## src/rtl/game_state_ctrl.sv

```systemverilog
// Game-flow sequencer: title, intro, fade-in, map, encounter flash, battle, game over.
// The status code drives the map scroller, ROM address stages and the color mapper.
module game_state_ctrl #(
   parameter logic [9:0] INTRO_FRAMES    = 10'd300,
   parameter logic [9:0] FLASH_FRAMES    = 10'd30,
   parameter logic [9:0] ENCOUNTER_STEPS = 10'd240,
   parameter logic [7:0] KEY_CONFIRM     = 8'h28,
   parameter logic [7:0] KEY_LEFT        = 8'h04,
   parameter logic [7:0] KEY_RIGHT       = 8'h07
) (
   input  logic       Clk,
   input  logic       Reset,
   input  logic       frame_clk,
   input  logic [7:0] keycode,
   input  logic       battle_done,
   input  logic       player_dead,
   output logic [3:0] status,
   output logic [3:0] fade_level,
   output logic       encounter_pulse,
   output logic [9:0] walk_count
);

   typedef enum logic [3:0] {
      TITLE     = 4'd0,
      INTRO     = 4'd1,
      FADE_IN   = 4'd2,
      MAP1      = 4'd3,
      ENCOUNTER = 4'd4,
      BATTLE    = 4'd5,
      GAMEOVER  = 4'd6
   } state_t;

   state_t     state, state_n;
   logic [9:0] timer, timer_n, timer_inc, walk_n, walk_inc;
   logic [3:0] fade_n;
   logic       pulse_n;
   logic       frame_clk_d, frame_tick;
   logic [7:0] key_prev;
   logic       confirm_press, walking;

   // Edge detect against last Clk's keycode so a held Enter fires once.
   assign confirm_press = (keycode == KEY_CONFIRM) && (key_prev != KEY_CONFIRM);
   assign walking       = (keycode == KEY_LEFT) || (keycode == KEY_RIGHT);
   assign timer_inc     = timer + 10'd1;
   assign walk_inc      = (walk_count == 10'h3FF) ? walk_count : walk_count + 10'd1;
   assign status        = state;

   always_ff @(posedge Clk or posedge Reset) begin
      if (Reset) begin
         state           <= TITLE;
         timer           <= '0;
         fade_level      <= '0;
         walk_count      <= '0;
         encounter_pulse <= 1'b0;
         frame_clk_d     <= 1'b0;
         frame_tick      <= 1'b0;
         key_prev        <= '0;
      end else begin
         state           <= state_n;
         timer           <= timer_n;
         fade_level      <= fade_n;
         walk_count      <= walk_n;
         encounter_pulse <= pulse_n;
         frame_clk_d     <= frame_clk;
         frame_tick      <= frame_clk & ~frame_clk_d;
         key_prev        <= keycode;
      end
   end

   always_comb begin
      state_n = state;
      timer_n = timer;
      fade_n  = fade_level;
      walk_n  = walk_count;
      pulse_n = 1'b0;
      case (state)
         TITLE: begin
            timer_n = '0;
            fade_n  = '0;
            if (confirm_press) state_n = INTRO;
         end
         INTRO: begin
            // A skip and a tick in the same Clk leave exactly once; the timer does not advance.
            if (confirm_press || (frame_tick && timer == INTRO_FRAMES - 10'd1)) begin
               state_n = FADE_IN;
               timer_n = '0;
               fade_n  = 4'd15;
            end else if (frame_tick) begin
               timer_n = timer_inc;
            end
         end
         FADE_IN: begin
            if (frame_tick) begin
               if (fade_level == 4'd0) state_n = MAP1;
               else                    fade_n  = fade_level - 4'd1;
            end
         end
         MAP1: begin
            fade_n = '0;
            if (frame_tick && walking) begin
               walk_n = walk_inc;
               if (walk_inc == ENCOUNTER_STEPS) begin
                  state_n = ENCOUNTER;
                  pulse_n = 1'b1;
                  timer_n = '0;
               end
            end
         end
         ENCOUNTER: begin
            if (frame_tick) begin
               if (timer == FLASH_FRAMES - 10'd1) begin
                  state_n = BATTLE;
                  timer_n = '0;
                  fade_n  = '0;
                  walk_n  = '0;
               end else begin
                  timer_n = timer_inc;
                  fade_n  = timer_inc[2] ? 4'd15 : 4'd0;
               end
            end
         end
         BATTLE: begin
            if (player_dead) begin
               state_n = GAMEOVER;
               fade_n  = 4'd15;
            end else if (battle_done) begin
               state_n = FADE_IN;
               fade_n  = 4'd15;
            end
         end
         GAMEOVER: begin
            fade_n = 4'd15;
            if (confirm_press) begin
               state_n = TITLE;
               fade_n  = '0;
            end
         end
         default: begin
            state_n = TITLE;
            timer_n = '0;
            fade_n  = '0;
         end
      endcase
   end

endmodule

```

## config.mk

```make
export PLATFORM = sky130hd
export DESIGN_NAME = game_state_ctrl
export DESIGN_NICKNAME = d
export VERILOG_FILES = /design/src/rtl/game_state_ctrl.sv
export SDC_FILE = /design/constraint.sdc
export NUM_CORES = 1
export LEC_CHECK = 0
export BUFFER_PORTS_ARGS = -buffer_cell sky130_fd_sc_hd__buf_2
export CAP_MARGIN = 10
export CORE_MARGIN = 2
export CORE_UTILIZATION = 40
export CTS_CLUSTER_DIAMETER = 50
export DETAILED_ROUTE_END_ITERATION = 10
export PLACE_DENSITY = 0.65
export RECOVER_POWER = 25
export SETUP_SLACK_MARGIN = 0.3
export SLEW_MARGIN = 5
export SYNTH_ARGS = -nofsm -noshare
export SYNTH_HDL_FRONTEND = slang
export SYNTH_SLANG_ARGS = --single-unit
```

## constraint.sdc

```tcl
create_clock -name Clk -period 2.9 [get_ports Clk]
set_clock_uncertainty 0.1 [all_clocks]
set_input_delay 0.58 -clock Clk [delete_from_list [all_inputs] [get_ports Clk]]
set_output_delay 0.58 -clock Clk [all_outputs]
set_load 0.01 [all_outputs]
```

## After elaboration in Yosys (flattened, before gate mapping)

Index checks and enable logic that the tools add are counted.

- Register bits after elaboration: 39
- Input port bits: 13

- Add/subtract/negate cells: 3
- Equality and inequality tests: 26
- Multiplexer cells: 37
- Bitwise operators: 3
- Reduce and logical (&&, ||, !) cells: 13

Operator list:

| operator | count |
|---|---|
| 2-to-1 mux 10 bit | 10 |
| 2-to-1 mux 4 bit | 20 |
| one-hot mux 10 bit (4 select lines) | 1 |
| one-hot mux 4 bit (7 select lines) | 1 |
| adder 10 x 1 -> 10 bit (second input constant) | 2 |
| inequality test 2 bit (second input constant) | 10 |
| one-hot mux 10 bit (2 select lines) | 1 |
| one-hot mux 4 bit (5 select lines) | 1 |
| == test 8 x 3 -> 1 bit (second input constant) | 2 |
| == test 4 x 3 -> 1 bit (second input constant) | 3 |
| == test 10 bit (second input constant) | 1 |
| == test 10 x 5 -> 1 bit (second input constant) | 1 |
| == test 10 x 8 -> 1 bit (second input constant) | 1 |
| == test 10 x 9 -> 1 bit (second input constant) | 1 |
| AND reduction 10 bit | 1 |
| AND reduction 5 bit | 2 |
| == test 4 x 2 -> 1 bit (second input constant) | 2 |
| == test 8 x 6 -> 1 bit (second input constant) | 1 |
| logical NOT 4 bit | 2 |
| inequality test 8 x 6 -> 1 bit (second input constant) | 1 |
| inequality test 3 bit (second input constant) | 2 |
| == test 4 x 1 -> 1 bit (second input constant) | 1 |
| AND reduction 4 bit | 1 |
| subtractor 4 x 1 -> 4 bit (second input constant) | 1 |
| 7 further kinds | 13 |

## Depth between registers and ports, before layout

- Depth after elaboration: 6
- Depth in mapped cells: 9
- Depth with buffers taken out: 8

## Least setup slack after synthesis

No wires, ideal clock.

- Path kind: register to register
- Start: register walk_count[0]
- End: register timer[1]
- Setup time: 125 ps
- Arrival: 2,271 ps
- Required time: 2,675 ps
- Setup slack: 404 ps
- Cell stages (with the launch flop): 9
- Buffers on the path: 1
- Clock period less this slack: 2,496 ps
- Cell sequence: dfrtp_1 > ha_1 > nand2_1 > or2_2 > o31ai_4 > a31oi_4 > or2_1 > buf_6 > mux2_4

- Longest elaborated chain between the ends: 5
- Elaborated cells between the ends (all ways): 6

RTL lines:

| element | line | RTL |
|---|---|---|
| start: declaration | 20 | `output logic [9:0] walk_count` |
| start signal: assignment | 62 | `walk_count <= walk_n;` |
| adder 10 x 1 -> 10 bit or == test 10 bit (tied branches) | 45 | `assign walk_inc = (walk_count == 10'h3FF) ? walk_count : walk_count + 10'd1;` |
| 2-to-1 mux 10 bit * | 45 |  |
| == test 10 x 8 -> 1 bit * | 102 | `if (walk_inc == ENCOUNTER_STEPS) begin` |
| inequality test 2 bit (no source line) * | - |  |
| AND reduction 5 bit (no source line) * | - |  |
| end signal: assignment | 60 | `timer <= timer_n;` |
| end: declaration | 34 | `logic [9:0] timer, timer_n, timer_inc, walk_n, walk_inc;` |

Mark *: on every way between the ends. The rest lies on a longest branch, timed or not.
A chain may end at the register's enable or synchronous reset.

## Worst setup path after layout

- Start: register key_prev[1]
- End: register timer[2]

- Longest elaborated chain between the ends: 5
- Elaborated cells between the ends (all ways): 7

RTL lines:

| element | line | RTL |
|---|---|---|
| start: declaration | 38 | `logic [7:0] key_prev;` |
| start signal: assignment | 66 | `key_prev <= keycode;` |
| inequality test 8 x 6 -> 1 bit * | 42 | `assign confirm_press = (keycode == KEY_CONFIRM) && (key_prev != KEY_CONFIRM);` |
| logical AND 1 bit * | 42 |  |
| logical OR 1 bit * | 84 | `if (confirm_press \|\| (frame_tick && timer == INTRO_FRAMES - 10'd1)) begin` |
| inequality test 3 bit (no source line) or 2-to-1 mux 10 bit (tied branches) | - |  |
| AND reduction 5 bit (no source line) or one-hot mux 10 bit (4 select lines) (tied branches) | - |  |

Marks and branches as above.

==> summary.md <==
| Metric | Value |
|---|---|
| Area inside the core boundary | 5920 um2 |
| Post-synthesis sequential area ratio | 38.9% |
| Gate count of the mapped netlist | between 200 and 300 |
| Cell types with the largest area share after synthesis | sky130_fd_sc_hd__dfrtp_1 (39%), sky130_fd_sc_hd__o21ai_0 (4.5%), sky130_fd_sc_hd__nand2_1 (3.8%), sky130_fd_sc_hd__nand3_1 (3.5%), sky130_fd_sc_hd__a21oi_1 (3.1%) |
| Cell with the largest stage delay on the worst path | sky130_fd_sc_hd__or4b_2 |
| Number of buffers added by the clock tree synthesis step | 5 |
| Filler Cell Count | 606 |
| Global placer's final weighted congestion | between 0.8 and 0.9 |
| Number of nets produced by synthesis | 286 |
| Final setup violating endpoints | 0 |
| Worst hold margin | between 0.2 and 0.3 ns |
| Combined global-route utilization of all metal layers | 17.7% |
| Quantity of I/O buffers inserted on ports | 30 |
| Number of flops mapped to enable cells by yosys | 0 |
| Post-synthesis area per instance | 9.13 um2 |
| HPWL after detailed placement | 4020 um |
| Yosys synthesis warning count | 0 |
| Leakage component of the power | between 1 and 1.5 nW |
| Starting density of the core | 41.3% |
| Die width | 82.2 um |
| WL per Instance | between 10 and 15 um |
| Number of antenna violations at the first check in global routing | 0 |
| Post-route clock period utilization | 84.3% |
| Post-route total power | 0.00186 W |
| Total Wirelength | 5490 um |
| Total via count in the routed design | 2090 |
| Status | completed |
| Buffers inserted by post-CTS timing repair | 0 |
| Async SR Flop Fraction | 100% |
| Number of nets at the end of the flow | between 300 and 400 |
| Die boundary height | between 80 and 90 um |
| Kind of launch point of the worst setup path | flop |
| Largest area contributor in the synthesized netlist | sky130_fd_sc_hd__dfrtp_1 |
| Clock network latency to the later pin of the worst-skew pair | approximately 0.30 ns |
| RSZ-0062 raised after global routing | no |
| Number of DRC markers in iteration 0 | between 150 and 200 |
| Detail-routed via count per cell | 5.62 |
| CTS tree | yes |
| Total of flip-flops plus latches after synthesis | 38 |
| # rows | 28 |
| Hold_buf cts | 0 |
| Combined area of all synthesized cells | ~2400 um2 |
| I/O pin count | 32 |
| CTS sink count | 38 |
| Worst endpoint required time | 3.00 ns |
| Highest cell delay on the worst timing path | 0.67 ns |
| Worst-path clk slew | 0.08 ns |
| Max-capacitance violation count | 0 |
| Crit-path cells | or4b_2 -> o211ai_2 -> nand3_2 -> o221ai_2 -> buf_4 -> o21ai_0 -> a22o_2 |
| Classification of the worst-slack hold path | input pin to async pin |
| Leading post-synthesis cells by instance count | sky130_fd_sc_hd__dfrtp_1 (38), sky130_fd_sc_hd__nand2_1 (25), sky130_fd_sc_hd__o21ai_0 (22) |
| Number of inserted diodes | 0 |
| Arrival @ worst endpoint | 2.54 ns |
| Number of distinct library cell variants in the gate-level netlist after synthesis | 64 |
| Hold Fails Final Rpt | 0 |
| First-pass DRT Iterations | 4 |
| Minimum period implied by the final worst setup slack | 2.44 ns |
| CTS max path bufs | 2 |
| DR DRC count | 0 |
| Area growth from synthesis to layout | 12.5% |
| Critical path capture point type | flop |
| Cell chosen for the clock root | sky130_fd_sc_hd__clkbuf_8 |
| Number of slew-limit violations in the final report | 0 |
| Total grt overflow | 0 |
| Worst ir drop on vdd | 310 uV |
| Largest net degree at the start of global routing | 39 |
| Power Density | 675 nW/um2 |
| Setup TNS Final | 0 ns |
| Global-route wire length before repair | between 9000 and 10000 um |
| Proportion of netlist area held by the largest area contributor | 38.9% |
| Highest achievable clock rate | 0.409 GHz |
| Ys flop type | sky130_fd_sc_hd__dfrtp_1 |
| Level count of the clock H-tree | 2 |
| Dominant cell by count in the synthesized netlist | sky130_fd_sc_hd__dfrtp_1 |
| Proportion of layout cells with a drive suffix above 1 | 24.9% |
| Die Outline Area | 6760 um2 |
| Post-DRT Antenna Nets | 0 |
| Via count of the first global-routing pass | between 1500 and 2000 |
| Critical path peak fanout | 10 |
| Path type of the worst setup path | flop to flop |
routing by layer:
metal  vias up  GRT usage, %  share of wire (%)
met5         -             0                  0
met4         0          6.67                1.4
met3         7          2.83                4.1
met2        54          26.8                 44
met1       985          25.3                 50
li1       1044             -                  -
kinds of logic after synthesis:
family / Yosys count / synth area share, %
mux: 5 / 2.45
other cells: 1 / 0.153
xor+xnor: 3 / 1.07
buf+inv: 27 / 5.78
fa+ha+maj: 5 / 2.56
compound gates: 81 / 24.1
flops: 38 / 38.9
simple gates: 108 / 25.0
what timing repair did:
| action | in CTS | in global routing |
|---|---|---|
| resized for setup | 1 | 4 |
| pin swaps | 0 | 1 |
| endpoints found under the setup margin | 1 | 9 |
critical path: cells and delay by family (launching register included):
kind	cells	cell delay, ns
buffers and inverters	1	0.20
AND/OR/NAND/NOR	2	0.86
AO/OA/AOI/OAI	4	0.84
flip-flops	1	0.36
layout make-up:
type,count,area [um2],share of cell area (%)
multi-input combinational,203,1370,49.7
sequential,38,952,34.6
timing repair buffer,36,185,6.72
tap,75,93.8,3.41
clock buffer,5,68.8,2.50
inverter,12,45.0,1.64
clock inverter,3,40.0,1.45
final timing paths:
path,slack (ns),from,end,cells past startpoint
min reg2reg,0.29,frame_clk_d,frame_tick,1
min in group Clk,0.29,frame_clk_d,frame_tick,1
min,0.29,Reset,status[0],3
max,0.46,key_prev[1],timer[2],7
max reg2reg,0.46,key_prev[1],timer[2],7
max in group asynchronous,2.06,Reset,walk_count[0],3
cells in the final DEF, fill, tap and decap left out, drive strengths merged, types with 2 or more instances in the layout:
cell,count
dfrtp,38
buf,28
nand2,25
o21ai,22
nand3,20
a21oi,17
nor2,14
clkbuf,13
inv,12
or2,8
o31ai,8
a31oi,6
a22o,6
and3,6
nor4bb,5
mux2,5
nand2b,5
ha,5
nor3,4
nand4,3
nor4,3
nor2b,3
a21boi,3
or3b,2
xnor2,2
a21o,2
a41o,2
or3,2
o31a,2
clkinv,2
o221ai,2
or4b,2
o211ai,2
o41ai,2
registers in the layout (all words and copies together), names as in the netlist:
signal and count:
status 3, frame_clk_d 1, frame_tick 1, key_prev 8, walk_count 10, fade_level 4, encounter_pulse 1, timer 10
report_power, final:
group | total, W | internal (W) | switching [W]
Clock | 0.000450 | 0.000253 | 0.000197
Combinational | 0.000651 | 0.000301 | 0.000350
Sequential | 0.000756 | 0.000622 | 0.000134
Total | 0.00186 | 0.00118 | 0.000681
per-stage QoR:
stage	cells	instance area [um2]	utilization (%)	worst slack [ns]
floorplan	268	2450	-	0.404
global placement	364	2640	44.6	0.350
detailed placement	364	2640	44.6	0.299
CTS	372	2750	46.5	0.311
global route	372	2750	46.5	0.316
finish	372	2750	46.5	0.457
(Power assumes the default switching activity.)
